--- config.mk ---
export PLATFORM = sky130hd
export DESIGN_NAME = mc_control_fsm
export DESIGN_NICKNAME = d
export VERILOG_FILES = /design/src/rtl/mc_fsm_pkg.sv /design/src/rtl/mc_cycle_counter.sv /design/src/rtl/mc_control_fsm.sv
export SDC_FILE = /design/constraint.sdc
export NUM_CORES = 1
export LEC_CHECK = 0
export CAP_MARGIN = 10
export CORE_ASPECT_RATIO = 0.6
export CORE_MARGIN = 2
export CORE_UTILIZATION = 51
export CTS_CLUSTER_DIAMETER = 80
export DETAILED_ROUTE_END_ITERATION = 10
export GPL_ROUTABILITY_DRIVEN = 0
export PLACE_DENSITY_LB_ADDON = 0.2
export SETUP_SLACK_MARGIN = 0.15
export SYNTH_ARGS = -nofsm -noshare
export SYNTH_HDL_FRONTEND = slang
export SYNTH_SLANG_ARGS = --single-unit
--- constraint.sdc ---
create_clock -name clk -period 4 [get_ports clk]
set_clock_uncertainty 0.1 [all_clocks]
set_input_delay 0.8 -clock clk [delete_from_list [all_inputs] [get_ports clk]]
set_output_delay 0.8 -clock clk [all_outputs]
set_load 0.05 [all_outputs]
--- src/rtl/mc_fsm_pkg.sv ---
// Shared constants for the multicycle control FSM: state numbers, opcodes, function codes,
// and small state-class helpers used to build the registered outputs.
package mc_fsm_pkg;

  // State numbering; the top zero-extends these onto its SW-bit state register.
  localparam int unsigned S_FETCH    = 0;
  localparam int unsigned S_DECODE   = 1;
  localparam int unsigned S_MEMADR   = 2;
  localparam int unsigned S_MEMREAD  = 3;
  localparam int unsigned S_MEMWB    = 4;
  localparam int unsigned S_MEMWRITE = 5;
  localparam int unsigned S_EXECUTE  = 6;
  localparam int unsigned S_ALUWB    = 7;
  localparam int unsigned S_BEQ      = 8;
  localparam int unsigned S_JUMP     = 9;
  localparam int unsigned S_IMMWB    = 10;
  localparam int unsigned S_BNE      = 11;
  localparam int unsigned S_SLTIEX   = 12;
  localparam int unsigned S_MULT     = 13;
  localparam int unsigned S_MFLO     = 14;
  localparam int unsigned S_LUIEX    = 15;
  localparam int unsigned S_DIV      = 16;
  localparam int unsigned S_TRAP     = 17;

  localparam logic [5:0] OP_LW    = 6'b100011;
  localparam logic [5:0] OP_SW    = 6'b101011;
  localparam logic [5:0] OP_RTYPE = 6'b000000;
  localparam logic [5:0] OP_BEQ   = 6'b000100;
  localparam logic [5:0] OP_J     = 6'b000010;
  localparam logic [5:0] OP_ADDI  = 6'b001000;
  localparam logic [5:0] OP_BNE   = 6'b000101;
  localparam logic [5:0] OP_SLTI  = 6'b001010;
  localparam logic [5:0] OP_LUI   = 6'b001111;

  localparam logic [5:0] F_ADD  = 6'b100000;
  localparam logic [5:0] F_SUB  = 6'b100010;
  localparam logic [5:0] F_AND  = 6'b100100;
  localparam logic [5:0] F_OR   = 6'b100101;
  localparam logic [5:0] F_SLT  = 6'b101010;
  localparam logic [5:0] F_SLL  = 6'b000000;
  localparam logic [5:0] F_MULT = 6'b011000;
  localparam logic [5:0] F_DIV  = 6'b011010;
  localparam logic [5:0] F_MFLO = 6'b010010;

  // States that hold a memory access open.
  function automatic logic is_mem_state(input int unsigned s);
    return (s == S_FETCH) || (s == S_MEMREAD) || (s == S_MEMWRITE);
  endfunction

  // States that run the multi-cycle multiply/divide counter.
  function automatic logic is_mul_state(input int unsigned s);
    return (s == S_MULT) || (s == S_DIV);
  endfunction

  // States that always finish their instruction in a single cycle.
  function automatic logic is_final_state(input int unsigned s);
    return (s == S_MEMWB) || (s == S_ALUWB) || (s == S_BEQ) || (s == S_JUMP) ||
           (s == S_IMMWB) || (s == S_BNE) || (s == S_MFLO) || (s == S_TRAP);
  endfunction

endpackage

--- src/rtl/mc_cycle_counter.sv ---
// Load-and-count-down counter timing the MULT/DIV execute states.
module mc_cycle_counter #(
  parameter int unsigned Width = 3
) (
  input  logic             clk_i,
  input  logic             reset_i,
  input  logic             load_i,
  input  logic             dec_i,
  input  logic [Width-1:0] load_val_i,
  output logic             zero_o
);

  logic [Width-1:0] cnt_q;

  // Load has priority; decrement is held off at zero so the count can never wrap.
  always_ff @(posedge clk_i) begin
    if (reset_i) begin
      cnt_q <= '0;
    end else if (load_i) begin
      cnt_q <= load_val_i;
    end else if (dec_i && (cnt_q != '0)) begin
      cnt_q <= cnt_q - Width'(1);
    end
  end

  assign zero_o = (cnt_q == '0);

endmodule

--- src/rtl/mc_control_fsm.sv ---
// Multicycle CPU control FSM with memory ready/wait handshake, multi-cycle MULT/DIV
// execute and an illegal-instruction trap. NS exposes the registered state.
module mc_control_fsm
  import mc_fsm_pkg::*;
#(
  parameter int unsigned SW            = 5,
  parameter int unsigned MUL_CYCLES    = 4,
  parameter int unsigned MEM_HANDSHAKE = 1
) (
  input  logic          clk,
  input  logic          reset,
  input  logic [5:0]    Op,
  input  logic [5:0]    Funct,
  input  logic          mem_ready,
  output logic [SW-1:0] NS,
  output logic          mem_req,
  output logic          mul_busy,
  output logic          instr_done,
  output logic          illegal
);

  localparam int unsigned CntW = $clog2(MUL_CYCLES + 1);

  logic [SW-1:0] state_q, state_d;
  logic          mem_req_q, mul_busy_q, illegal_q, final_q, memwr_q;
  logic          cnt_load, cnt_dec, cnt_zero;
  logic          rdy;
  int unsigned   cur_st, nxt_st;

  function automatic logic [SW-1:0] enc(input int unsigned s);
    return SW'(s);
  endfunction

  // With the handshake disabled memory behaves as always ready.
  assign rdy    = (MEM_HANDSHAKE != 0) ? mem_ready : 1'b1;
  assign cur_st = 32'(state_q);
  assign nxt_st = 32'(state_d);

  mc_cycle_counter #(
    .Width (CntW)
  ) u_cnt (
    .clk_i      (clk),
    .reset_i    (reset),
    .load_i     (cnt_load),
    .dec_i      (cnt_dec),
    .load_val_i (CntW'(MUL_CYCLES - 1)),
    .zero_o     (cnt_zero)
  );

  // Next-state decode; unused encodings fall through to FETCH.
  always_comb begin
    state_d  = enc(S_FETCH);
    cnt_load = 1'b0;
    cnt_dec  = 1'b0;
    case (cur_st)
      S_FETCH:    state_d = rdy ? enc(S_DECODE) : enc(S_FETCH);
      S_DECODE: begin
        case (Op)
          OP_LW, OP_SW, OP_ADDI: state_d = enc(S_MEMADR);
          OP_RTYPE:              state_d = enc(S_EXECUTE);
          OP_BEQ:                state_d = enc(S_BEQ);
          OP_J:                  state_d = enc(S_JUMP);
          OP_BNE:                state_d = enc(S_BNE);
          OP_SLTI:               state_d = enc(S_SLTIEX);
          OP_LUI:                state_d = enc(S_LUIEX);
          default:               state_d = enc(S_TRAP);
        endcase
      end
      S_MEMADR: begin
        // Op changing between DECODE and MEMADR is treated as illegal.
        case (Op)
          OP_LW:   state_d = enc(S_MEMREAD);
          OP_SW:   state_d = enc(S_MEMWRITE);
          OP_ADDI: state_d = enc(S_IMMWB);
          default: state_d = enc(S_TRAP);
        endcase
      end
      S_MEMREAD:  state_d = rdy ? enc(S_MEMWB) : enc(S_MEMREAD);
      S_MEMWRITE: state_d = rdy ? enc(S_FETCH) : enc(S_MEMWRITE);
      S_EXECUTE: begin
        case (Funct)
          F_ADD, F_SUB, F_AND, F_OR, F_SLT, F_SLL: state_d = enc(S_ALUWB);
          F_MULT: begin
            state_d  = enc(S_MULT);
            cnt_load = 1'b1;
          end
          F_DIV: begin
            state_d  = enc(S_DIV);
            cnt_load = 1'b1;
          end
          F_MFLO:  state_d = enc(S_MFLO);
          default: state_d = enc(S_TRAP);
        endcase
      end
      S_SLTIEX, S_LUIEX: state_d = enc(S_IMMWB);
      S_MULT, S_DIV: begin
        if (!cnt_zero) begin
          state_d = state_q;
          cnt_dec = 1'b1;
        end else begin
          state_d = enc(S_FETCH);
        end
      end
      default: state_d = enc(S_FETCH);
    endcase
  end

  // State register plus registered state-class flags derived from the next state.
  always_ff @(posedge clk) begin
    if (reset) begin
      state_q    <= enc(S_FETCH);
      mem_req_q  <= 1'b1;
      mul_busy_q <= 1'b0;
      illegal_q  <= 1'b0;
      final_q    <= 1'b0;
      memwr_q    <= 1'b0;
    end else begin
      state_q    <= state_d;
      mem_req_q  <= is_mem_state(nxt_st);
      mul_busy_q <= is_mul_state(nxt_st);
      illegal_q  <= (nxt_st == S_TRAP);
      final_q    <= is_final_state(nxt_st);
      memwr_q    <= (nxt_st == S_MEMWRITE);
    end
  end

  assign NS         = state_q;
  assign mem_req    = mem_req_q;
  assign mul_busy   = mul_busy_q;
  assign illegal    = illegal_q;
  // SW completes on the cycle memory accepts; MULT/DIV on its last counted cycle.
  assign instr_done = final_q | (memwr_q & rdy) | (mul_busy_q & cnt_zero);

endmodule

Word-level counts from Yosys, hierarchy flattened
Index checks and enable logic that the tools add are counted.
Widths: inputs -> output; s select.
- register bits: 13
- bits of input ports: 15
- output and inout bits: 9
- logic and storage cells: 88
- add/sub/neg operators: 1
- equality and inequality tests: 37
- muxes and demuxes: 14
- bitwise gates (word level): 4
- reduce and logical (&&, ||, !) cells: 24
- operator list (operator ; number):
    $logic_not 32->1 ; 2
    $eq 5x4->1 const B ; 9
    $eq 6x6->1 const B ; 7
    $pmux 5 s8 ; 1
    $pmux 5 s7 ; 1
    $eq 5x3->1 const B ; 5
    $pmux 5 s4 ; 1
    $eq 6x4->1 const B ; 3
    $eq 6x5->1 const B ; 3
    $eq 5x2->1 const B ; 3
    $eq 5x5->1 const B ; 3
    $pmux 5 s3 ; 1
    $eq 6x3->1 const B ; 2
    $logic_not 6->1 ; 2
    $logic_or 1x1->1 ; 10
    $reduce_or 2->1 ; 4
    $eq 6x2->1 const B ; 1
    $mux 3 ; 2
    $reduce_or 6->1 ; 1
    $eq 5x1->1 const B ; 1
    $mux 1 ; 5
    $mux 5 ; 1
    $mux 2 ; 2
    $logic_not 3->1 ; 1
    other kinds (7) ; 9

Longest topological paths before layout
Gate-level depths: netlist (run 1).
- depth after elaboration: 12
- gate-level depth with buffers: 9
- gate-level depth less buffers: 9

Modules after synthesis
From an unflattened synthesis (run 1), not the netlist that was laid out.
- cell total of the unflattened synthesis: 155
- area, all modules: 1246.2 um^2
- modules (own cells, without submodules) (module ; instances ; cells each ; area an instance (um^2) ; sequential area each (um^2)):
    mc_control_fsm ; 1 ; 134 ; 1063.5 ; 200.2
    mc_cycle_counter ; 1 ; 21 ; 182.7 ; 60.1

Least setup slack after synthesis (run 1)
OpenSTA, ideal clock, no wires.
- kind: in2reg
- start point: in Op[0]
- end point: reg mem_req_q, in the netlist mem_req
- library setup time: 0.070 ns
- arrival time: 3.114 ns
- data required time: 3.830 ns
- slack: 0.716 ns
- stages on the path: 8
- buffers on the path: 1
- path through: buf_6 > or4b_4 > or3_1 > a31o_1 > or4b_4 > xnor2_1 > mux2_1 > o21bai_1
- word-level cells in the longest chain between the ends: 7
- elaborated cells on any way between the ends: 18
- those cells by class: eq/ne: 10; mux: 3; reduce/logical: 5
- ends and longest elaborated chain (element ; line ; text):
    start, declared ; mc_control_fsm.sv:12 ; input logic [5:0] Op,
    $eq 6x4->1 / $eq 6x6->1 (equally long branches) ; mc_control_fsm.sv:58, mc_control_fsm.sv:71 ;
    $reduce_or 3->1 ; mc_control_fsm.sv:58 ; case (Op)
    $pmux 5 s7 ; mc_control_fsm.sv:58 ;
    $pmux 5 s8 * ; mc_control_fsm.sv:55 ; case (cur_st)
    $logic_not 32->1 / $eq 5x2->1 (equally long branches) ; mc_fsm_pkg.sv:47 ; return (s == S_FETCH) || (s == S_MEMREAD) || (s == S_MEMWRITE);
    $logic_or 1x1->1 ; mc_fsm_pkg.sv:47 ;
    $logic_or 1x1->1 * ; mc_fsm_pkg.sv:47 ;
    end signal, assigned ; mc_control_fsm.sv:119 ; mem_req_q <= is_mem_state(nxt_st);
    end, declared ; mc_control_fsm.sv:25 ; logic mem_req_q, mul_busy_q, illegal_q, final_q, memwr_q;
Mark *: on every way between the ends. The rest lies on a longest branch, timed or not.
A chain may end at the register's enable or synchronous reset.

Worst setup path after layout (run 1)
- start point: in Op[5]
- end point: reg mem_req_q, in the netlist mem_req
Same word-level chain as after synthesis.

==> impl_results.md, run 1 <==
- Count of final hold-check violations: 0
- Number of DRC violations after detailed-routing iteration 0: 173
- Status: completed
- CP required: 4.07 ns
- Crit path DAT: 3.65 ns
- Reg2reg setup slack: 1.19 ns
- Hold-fix buffers, CTS: 0
- Pwr dens: 292.0 nW/um^2
- # IOs: 24
- Root Buffer: clkbuf_8
- Pin count of the biggest net entering global routing: 14
- Fin. max-slew vios: 0
- Row count: 13
- Period minus WS final: 3.571 ns
- # diodes: 0
- Synth Register Bits: 13
- Share of post-route cells with drive strength above 1: 9.357%
- Post-synthesis net count: 168
- Distinct cells, synth: 56
- Post-synth top flop: dfxtp_1
- Total Power: 0.0004283 W
- Fmax: 0.2800 GHz
- CTS resizes: 0
- TritonCTS buffer count: 3
- Initial antenna violation count: 0
- Crit start category: primary input
- Syn_area_per_cell: 7.781 sq um
- Synth-to-layout area growth: 24.81%
- P_leak: 0.5067 nW
- Clk buf depth: 2
- Clk sinks: 13
- Post-synth EDFFs: 0
- Antenna viol nets, final: 0
- RSZ-0062 raised after global routing: false
- Die Y: 41.18 um
- Vias in the first global route: 1177
- Initial core utilization: 53.90%
- Cell Area, Synth: 1175 sq um
- Port bufs: 23
- Pre-antenna DRT Iters: 4
- Max-Cap Viols: 0
- Clk Latency, worst-skew pair: 0.25 ns
- Die area: 2716 sq um
- DR DRC count: 0
- Final #Nets: 189
- Mapped Cells: 151
- Ys async rst share: 0%
- First-pass GRT wire length: 5361 um
- Setup TNS: 0 ns
- Clock Pin Slew Worst Setup and Hold Paths: 0.06 ns
- CP Capture Type: flop
- Hold Crit Class: reg -> reg
- Maximum VDD drop: 0.1739 mV
- HPWL Detailed: 2546 um
- Vias: 1275
- Max FO, Critical Path: 7
- Worst Tran Pin Value: 0.8797 ns
- Yosys warnings: 0
- Vias/cell: 6.343
- Core area: 2180 sq um
- Rel. slew slack: 41.00%
- Die W: 65.97 um
- WL/cell: 16.79 um
- Critical path type: in -> reg
- Register area share after synthesis: 22.15%
- Post-Route WL: 3374 um
- CTS tree: built
- H-tree Lvls: 1
- Crit share post-route: 89.27%
- Global-route usage over all layers: 27.32%
- Post-CTS setup buffers: 0
- Final setup vio count: 0
- Total gr overflow: 0
- Fill cells: 186
==> worst paths after layout <==
check                                                 start                           to  cells after the start
worst max register to register  u_cnt.cnt_q[0]$_SDFFE_PP0P_           final_q$_SDFF_PP0_                      8
worst min register to register  u_cnt.cnt_q[1]$_SDFFE_PP0P_  u_cnt.cnt_q[1]$_SDFFE_PP0P_                      2
worst max-delay path                                  Op[5]           mem_req$_SDFF_PP1_                      8
worst min-delay path            u_cnt.cnt_q[1]$_SDFFE_PP0P_  u_cnt.cnt_q[1]$_SDFFE_PP0P_                      2
==> logic make-up after synthesis <==
| logic type | Yosys count | synth area share (%) |
|---|---|---|
| compound gates | 37 | 23.43 |
| flops | 13 | 22.15 |
| mux | 2 | 1.810 |
| simple gates | 77 | 41.11 |
| fa+ha+maj | 2 | 2.130 |
| xor+xnor | 5 | 3.727 |
| buf+inv | 15 | 5.644 |
==> per-layer routing <==
metal,track usage (%),routed length [um],vias to the layer above
li1,-,-,620
met1,35.02,1454,567
met2,41.67,1466,84
met3,11.26,419,4
met4,10.71,34,0
met5,0,0,-
==> cell usage after synthesis (all sizes together), types with 2 or more instances <==
master / instances / share of area [%]
or4b: 4 / 4.0
nor2b: 9 / 4.8
nor2: 11 / 3.5
clkbuf: 8 / 2.6
nand2: 10 / 3.2
a31oi: 2 / 1.1
and2: 3 / 1.7
inv: 4 / 1.3
ha: 2 / 2.1
nand3: 5 / 2.1
o2111ai: 2 / 1.5
nor4b: 2 / 1.5
a2111o: 2 / 1.9
nor4bb: 2 / 1.7
or4: 3 / 2.2
nor3: 11 / 5.6
o211ai: 2 / 1.3
xnor2: 4 / 3.0
or3: 2 / 1.1
and3b: 2 / 1.5
dfxtp: 13 / 22
a21oi: 6 / 2.6
o21ai: 8 / 3.4
buf: 3 / 1.8
nor3b: 2 / 1.3
a22oi: 2 / 1.3
a2111oi: 2 / 2.0
a211oi: 3 / 1.9
and3: 3 / 1.6
==> stage by stage <==
step	area [sq um]	worst slack (ns)	hold WS, ns	cells	utilization (%)
after floorplan	1175	0.7161	0.4320	151	-
after global placement	1421	0.3364	0.4499	197	65.21
after detailed placement	1421	0.2156	0.4536	197	65.21
after CTS	1466	0.4728	0.4685	201	67.28
after global routing	1466	0.3520	0.4840	201	67.28
final	1466	0.4292	0.4668	201	67.28
==> report_power, final <==
part / internal, W / switching [W]
Sequential: 0.000138 / 0.0000110
Clock: 0.0000706 / 0.0000504
Combinational: 0.0000662 / 0.0000919
Total: 0.000275 / 0.000153
==> cell usage in the layout, fill, tap and decap left out, types with 2 or more instances in the layout <==
cell	instances
a2111o_1	2
a211oi_1	3
a21oi_1	6
a22oi_1	2
a31oi_1	2
and2_1	2
and3_1	3
and3b_1	2
buf_4	4
clkbuf_8	3
clkdlybuf4s50_1	23
dfxtp_1	13
ha_1	2
inv_1	3
nand2_1	10
nand3_1	5
nor2_1	11
nor2b_1	9
nor3_1	10
nor3b_1	2
nor4b_1	2
nor4bb_1	2
o2111ai_1	2
o211ai_1	2
o21ai_0	5
o21ai_1	3
or3_1	2
or4_1	2
or4b_1	2
or4b_4	2
xnor2_1	4
==> sequential cells by signal, indices dropped and copies added (netlist names) <==
| name | flops |
|---|---|
| NS | 5 |
| final_q | 1 |
| illegal | 1 |
| mem_req | 1 |
| memwr_q | 1 |
| mul_busy | 1 |
| u_cnt.cnt_q | 3 |
==> layout make-up <==
class | count | area, sq um | share of cell area (%)
clock buffer | 4 | 45.04 | 3.072
inverter | 4 | 15.01 | 1.024
multi-input combinational | 123 | 848.3 | 57.85
sequential | 13 | 260.3 | 17.75
tap | 30 | 37.54 | 2.560
timing repair buffer | 27 | 260.3 | 17.75
==> worst max-delay path, stage by stage <==
cell             delay [ns]
clkdlybuf4s50_1        0.51
or4b_4                 0.55
or3_1                  0.35
a31o_1                 0.27
or4b_4                 0.58
xnor2_1                0.15
mux2_1                 0.29
o21bai_1               0.14
Power figures use the tool's default switching activity.
==> inputs of run 2 (changes only) <==
- CORE_ASPECT_RATIO: 0.6 -> default
==> impl_results.md, run 2 (same netlist as run 1, synthesis figures left out) <==
- Die Y: 52.00 um (was 41.18 um)
- Hold-critical path depth: 2 (unchanged)
- Status: completed (unchanged)
- Pwr dens: 264.6 nW/um^2 (was 292.0 nW/um^2)
- HPWL Detailed: 2249 um (was 2546 um)
- Final #Nets: 190 (was 189)
- Total Power: 0.0003844 W (was 0.0004283 W)
- CP required: 4.10 ns (was 4.07 ns)
- Storage element area: 260.3 sq um (unchanged)
- Worst r2r src: u_cnt.cnt_q[0]$_SDFFE_PP0P_ (unchanged)
- CTS resizes: 0 (unchanged)
- Vias in the first global route: 1071 (was 1177)
- Count of final hold-check violations: 0 (unchanged)
- Port bufs: 23 (unchanged)
- Period minus WS final: 3.513 ns (was 3.571 ns)
- Total gr overflow: 0 (unchanged)
- Setup TNS: 0 ns (unchanged)
- Fill cells: 198 (was 186)
- DR DRC count: 0 (unchanged)
- Pre-antenna DRT Iters: 4 (unchanged)
- Crit share post-route: 87.82% (was 89.27%)
- Reg2reg setup slack: 1.23 ns (was 1.19 ns)
- Fmax: 0.2847 GHz (was 0.2800 GHz)
- Reg2reg end: final_q$_SDFF_PP0_ (unchanged)
- Area of the multi-input gates: 848.3 sq um (unchanged)
- Worst path max stage delay: 0.58 ns (about the same)
- Worst Tran Pin Value: 0.8498 ns (was 0.8797 ns)
- Cell area after placement: 1426 sq um (was 1421 sq um)
- Buf/Inv on CP: 1 (unchanged)
- Clk Latency, worst-skew pair: 0.27 ns (was 0.25 ns)
- Crit path DAT: 3.61 ns (was 3.65 ns)
- Antenna viol nets, final: 0 (unchanged)
- Final setup margin: 0.4872 ns (was 0.4292 ns)
- TritonCTS buffer count: 3 (unchanged)
- Vias/cell: 6.320 (was 6.343)
- Global-route usage over all layers: 22.94% (was 27.32%)
- Final setup vio count: 0 (unchanged)
- H-tree Lvls: 1 (unchanged)
- Max FO, Critical Path: 7 (unchanged)
- # diodes: 0 (unchanged)
- CP max stage cell: or4b_4 (unchanged)
- P_leak: 0.5041 nW (was 0.5067 nW)
- Hold Crit Class: reg -> reg (unchanged)
- WL/cell: 14.52 um (was 16.79 um)
- Number of DRC violations after detailed-routing iteration 0: 40 (was 173)
- Post-Route Utilization: 66.31% (was 67.28%)
- Worst reg-to-reg path cell count: 8 (unchanged)
- Layout Cell Area excl Fill: 1453 sq um (was 1466 sq um)
- CP Capture Type: flop (unchanged)
- Hold path startpoint: u_cnt.cnt_q[0]$_SDFFE_PP0P_ (was u_cnt.cnt_q[1]$_SDFFE_PP0P_)
- Root Buffer: clkbuf_4 (was clkbuf_8)
- Maximum VDD drop: 0.2790 mV (was 0.1739 mV)
- Largest register FFs: 5 (unchanged)
- Hold-fix buffers, CTS: 0 (unchanged)
- Initial antenna violation count: 0 (unchanged)
- Die W: 52.00 um (was 65.97 um)
- Die area: 2703 sq um (was 2716 sq um)
- Core area: 2191 sq um (was 2180 sq um)
- Row count: 17 (was 13)
- Critical path type: in -> reg (unchanged)
- Clk sinks: 13 (unchanged)
- Fin. max-slew vios: 0 (unchanged)
- Delay-heaviest family, CP: simple AND/OR/NAND/NOR gates (unchanged)
- Vias: 1264 (was 1275)
- Post-CTS setup buffers: 0 (unchanged)
- Rel. slew slack: 43.00% (was 41.00%)
- Max-Cap Viols: 0 (unchanged)
- Cells along the critical path: clkdlybuf4s50_1 -> or4b_4 -> or3_1 -> a31o_1 -> or4b_4 -> xnor2_1 -> mux2_1 -> o21bai_1 (unchanged)
- Post-Route WL: 2903 um (was 3374 um)
- Commonest non-fill, non-tap cells in the layout: 23 x clkdlybuf4s50_1, 13 x dfxtp_1, 11 x nor2_1 (unchanged)
- Clock Pin Slew Worst Setup and Hold Paths: 0.07 ns (was 0.06 ns)
- CTS tree: built (unchanged)
- Crit-path most repeated cell: or4b_4 (unchanged)
- Hold endpoint: u_cnt.cnt_q[0]$_SDFFE_PP0P_ (was u_cnt.cnt_q[1]$_SDFFE_PP0P_)
- RSZ-0062 raised after global routing: false (unchanged)
- Crit start category: primary input (unchanged)
- Synth-to-layout area growth: 23.64% (was 24.81%)
- # IOs: 24 (unchanged)
- Place WS: 0.2341 ns (was 0.2156 ns)
- Initial core utilization: 53.63% (was 53.90%)
- Share of post-route cells with drive strength above 1: 9.884% (was 9.357%)
- First-pass GRT wire length: 4761 um (was 5361 um)
- Commonest non-fill, non-tap cell in the layout: clkdlybuf4s50_1 (unchanged)
- Pin count of the biggest net entering global routing: 14 (unchanged)
- Clk buf depth: 2 (unchanged)
[run 2: cell types whose count changed in the layout (fill, tap and decap cells not counted), sizes merged]
cell	delta
buf	+1
[run 2: per-stage QoR]
step                std cells  hold slack [ns]
floorplan                 151           0.4320
global placement          196           0.4513
detailed placement        196           0.4549
CTS                       200           0.4732
global route              200           0.5330
finish                    200           0.4673
[run 2: worst min-delay path: cells and delay by family (launching register included)]
kind           cells  cell delay (ns)
flip-flops         1             0.35
AO/OA/AOI/OAI      1             0.06
XOR/XNOR           1             0.12
[run 2: routing by layer]
metal  vias to the layer above  GRT usage [%]  share of wire (%)
met5                         -              0                  0
met4                         0          6.579                2.0
met3                         8          5.172                6.5
met2                        43          37.97                 48
met1                       596          29.53                 43
li1                        617              -                  -
[run 2: worst max path at each step]
stage	startpoint	to	slack [ns]	depth (start not counted)
floorplan	Op[0]	mem_req$_SDFF_PP1_	0.72	8
global placement	Op[5]	mem_req$_SDFF_PP1_	0.33	8
detailed placement	Op[5]	mem_req$_SDFF_PP1_	0.23	8
CTS	Op[5]	mem_req$_SDFF_PP1_	0.52	8
global route	Op[5]	mem_req$_SDFF_PP1_	0.41	8
finish	Op[5]	mem_req$_SDFF_PP1_	0.49	8
[run 2: layout make-up]
type	count	area share (%)
multi-input cells	123	58.40
inverters	4	1.034
clock buffers	4	1.809
flip-flops and latches	13	17.92
repair buffers	28	18.43
well taps	28	2.412
[run 2: report_power, final]
group	switching, W	total, W	internal [W]	leakage [nW]
Clock	0.0000389	0.0000775	0.0000386	0.0150
Combinational	0.0000901	0.000159	0.0000689	0.383
Sequential	0.00000991	0.000148	0.000138	0.106
Total	0.000139	0.000384	0.000246	0.504
==> inputs of run 3 (changes only) <==
- ABC_AREA: default -> 1
==> impl_results.md, run 3 <==
- DR DRC count: 0 (unchanged)
- Post-synth top area share: 21.07% (was 22.15%)
- Crit share post-route: 80.80% (was 87.82%)
- Synth Register Bits: 13 (unchanged)
- Fmax: 0.3094 GHz (was 0.2847 GHz)
- CTS resizes: 0 (unchanged)
- Vias: 1319 (was 1264)
- CTS tree: built (unchanged)
- Sw frac: 35.46% (was 36.13%)
- Cell area after placement: 1500 sq um (was 1426 sq um)
- Largest register FFs: 5 (unchanged)
- Count of final hold-check violations: 0 (unchanged)
- Number of DRC violations after detailed-routing iteration 0: 43 (was 40)
- # diodes: 0 (unchanged)
- H-tree Lvls: 1 (unchanged)
- Largest family of logic cells by synthesized area: simple AND/OR/NAND/NOR gates (unchanged)
- Crit path DAT: 2.33 ns (was 3.61 ns)
- Layout Cell Area excl Fill: 1526 sq um (was 1453 sq um)
- RSZ-0062 raised after global routing: false (unchanged)
- Status: completed (unchanged)
- Top-count cell post-synth: nand2_1 (was dfxtp_1)
- # IOs: 24 (unchanged)
- Post-synth top flop: dfxtp_1 (unchanged)
- Post-synthesis mux area share: 0% (was 1.810%)
- Hold path startpoint: u_cnt.cnt_q[0]$_SDFFE_PP0P_ (unchanged)
- Fin. max-slew vios: 0 (unchanged)
- Port bufs: 23 (unchanged)
- Hold-fix buffers, CTS: 0 (unchanged)
- Clk Latency, worst-skew pair: 0.27 ns (about the same)
- Worst Tran Pin Value: 0.4960 ns (was 0.8498 ns)
- Layout Cells excl Fill: 268 (was 200)
- Clock Pin Slew Worst Setup and Hold Paths: 0.07 ns (about the same)
- Die area: 2831 sq um (was 2703 sq um)
- Row count: 17 (unchanged)
- TritonCTS buffer count: 3 (unchanged)
- Final setup vio count: 0 (unchanged)
- CP required: 3.10 ns (was 4.10 ns)
- Rel. slew slack: 66.83% (was 43.00%)
- Register area share after synthesis: 21.07% (was 22.15%)
- First-pass GRT wire length: 4636 um (was 4761 um)
- Maximum VDD drop: 0.3622 mV (was 0.2790 mV)
- Distinct cells, synth: 27 (was 56)
- Cell Area, Synth: 1235 sq um (was 1175 sq um)
- Final #Nets: 258 (was 190)
- Post-Route WL: 2656 um (was 2903 um)
- Max-Cap Viols: 0 (unchanged)
- Synth-to-layout area growth: 23.61% (was 23.64%)
- Clock share of power: 23.3% (was 20.2%)
- Pin count of the biggest net entering global routing: 8 (was 14)
- Largest cells by area after synthesis: dfxtp_1 21%, nand2_1 16%, inv_1 11%, nand3_1 8.1%, nor2_1 7.9% (was dfxtp_1 22%, nor2b_1 4.8%, nor3_1 4.3%, nor2_1 3.5%, nand2_1 3.2%)
- Seq pwr share: 41.3% (was 38.5%)
- Post-synth EDFFs: 0 (unchanged)
- Critical path type: in -> out (was in -> reg)
- Max FO, Critical Path: 4 (was 7)
- Hold_ws: 0.3848 ns (was 0.4673 ns)
- P_leak: 0.8214 nW (was 0.5041 nW)
- Core area: 2255 sq um (was 2191 sq um)
- Initial core utilization: 54.77% (was 53.63%)
- Worst r2r src: NS[4]$_SDFF_PP0_ (was u_cnt.cnt_q[0]$_SDFFE_PP0P_)
- Place WS: 0.7787 ns (was 0.2341 ns)
- Synth Area in XOR/XNOR: 0% (was 3.727%)
- Share of post-route cells with drive strength above 1: 15.42% (was 9.884%)
- Mapped Cells: 213 (was 151)
- Pre-antenna DRT Iters: 4 (unchanged)
- Commonest non-fill, non-tap cell in the layout: nand2_1 (was clkdlybuf4s50_1)
- Post-synth top area cell: dfxtp_1 (unchanged)
- Syn_area_per_cell: 5.798 sq um (was 7.781 sq um)
- HPWL Detailed: 2218 um (was 2249 um)
- WL/cell: 9.910 um (was 14.52 um)
- Post-synthesis net count: 230 (was 168)
- Post-synthesis adder-cell area fraction: 2.026% (was 2.130%)
- Antenna viol nets, final: 0 (unchanged)
- Root Buffer: clkbuf_4 (unchanged)
- Vias/cell: 4.922 (was 6.320)
- Pwr dens: 221.7 nW/um^2 (was 264.6 nW/um^2)
- Total gr overflow: 0 (unchanged)
- Global-route usage over all layers: 21.78% (was 22.94%)
- Post-Synth Simple-Gate Area: 54.20% (was 41.11%)
- Clk sinks: 13 (unchanged)
- Commonest non-fill, non-tap cells in the layout: 54 x nand2_1, 36 x inv_1, 26 x nor2_1 (was 23 x clkdlybuf4s50_1, 13 x dfxtp_1, 11 x nor2_1)
- Final setup margin: 0.7681 ns (was 0.4872 ns)
- Logic gate share of total power: 35.4% (was 41.4%)
- Ys async rst share: 0% (unchanged)
- Setup TNS: 0 ns (unchanged)
- Dpl cells: 264 (was 196)
- Hold Crit Class: reg -> reg (unchanged)
- Period minus WS final: 3.232 ns (was 3.513 ns)
- Critical Path Start: mem_ready (was Op[5])
- Synth cell count leaders: 54 x nand2_1, 36 x inv_1, 26 x nor2_1 (was 13 x dfxtp_1, 11 x nor2_1, 10 x nand2_1, 10 x nor3_1, 9 x nor2b_1)
- CP Capture Type: output pin (was flop)
- Initial antenna violation count: 0 (unchanged)
- Yosys warnings: 0 (unchanged)
- Die W: 53.21 um (was 52.00 um)
- Vias in the first global route: 1183 (was 1071)
- Compound-cell area share of the yosys netlist: 9.321% (was 23.43%)
- Reg2reg setup slack: 2.22 ns (was 1.23 ns)
- Internal Power: 0.0002184 W (was 0.0002455 W)
- Post-CTS setup buffers: 0 (unchanged)
- Clk buf depth: 2 (unchanged)
- Die Y: 53.21 um (was 52.00 um)
- Crit start category: primary input (unchanged)
- Switching component of the power: 0.0001200 W (was 0.0001389 W)
-- run 3: cell types whose count changed in the layout (fill, tap and decap cells not counted), moves of 5 or more --
cell	before	now
nor2_1	11	26
nor2_2	0	7
buf_4	5	0
nand2_1	10	54
inv_2	1	7
nand2_2	0	6
nand3_1	5	20
nor3_1	10	3
nor2b_1	9	0
inv_1	3	36
nand3_2	0	6
-- run 3: logic make-up after synthesis --
group	Yosys count
simple gates	135
flops	13
buf+inv	44
compound gates	19
fa+ha+maj	2
-- run 3: cell type report --
| class | instances | area, sq um |
|---|---|---|
| multi-input combinational | 156 | 809.5 |
| fill | 218 | 728.2 |
| sequential | 13 | 260.3 |
| timing repair buffer | 23 | 230.2 |
| inverter | 44 | 165.2 |
| tap | 28 | 35.03 |
| clock buffer | 4 | 26.28 |
-- run 3: worst max-delay path: stages --
cell,delay (ns)
clkdlybuf4s50_1,0.48
a221o_1,0.35
clkdlybuf4s50_1,0.70
-- run 3: final timing paths --
kind / to / cells past startpoint
hold reg to reg: u_cnt.cnt_q[0]$_SDFFE_PP0P_ / 2
setup / recovery: instr_done / 3
setup reg to reg: final_q$_SDFF_PP0_ / 13
hold / removal: u_cnt.cnt_q[0]$_SDFFE_PP0P_ / 2
-- run 3: through the flow --
stage / power [W] / util, %
final: 0.0003384 / 67.70
after global routing: 0.0003602 / 67.70
after CTS: 0.0003408 / 67.70
after detailed placement: 0.0002621 / 66.54
after global placement: 0.0002614 / 66.54
after floorplan: 0.0002218 / -
-- run 3: routing by layer --
metal	global-route usage (%)	routed length (um)	up-vias	part of all wire, %
li1	-	-	725	-
met1	28.20	1298	558	49
met2	37.86	1220	32	46
met3	4.237	125	4	4.7
met4	2.991	12	0	0.45
met5	0	0	-	0
-- run 3: power by group through the flow --
stage          combinational (W)  clock (W)  sequential (W)
2_1_floorplan          0.0000628          0        0.000159
3_3_place_gp            0.000119          0        0.000143
3_5_place_dp            0.000119          0        0.000143
4_1_cts                 0.000120  0.0000814        0.000140
5_1_grt                 0.000132  0.0000874        0.000141
6_report                0.000120  0.0000790        0.000140
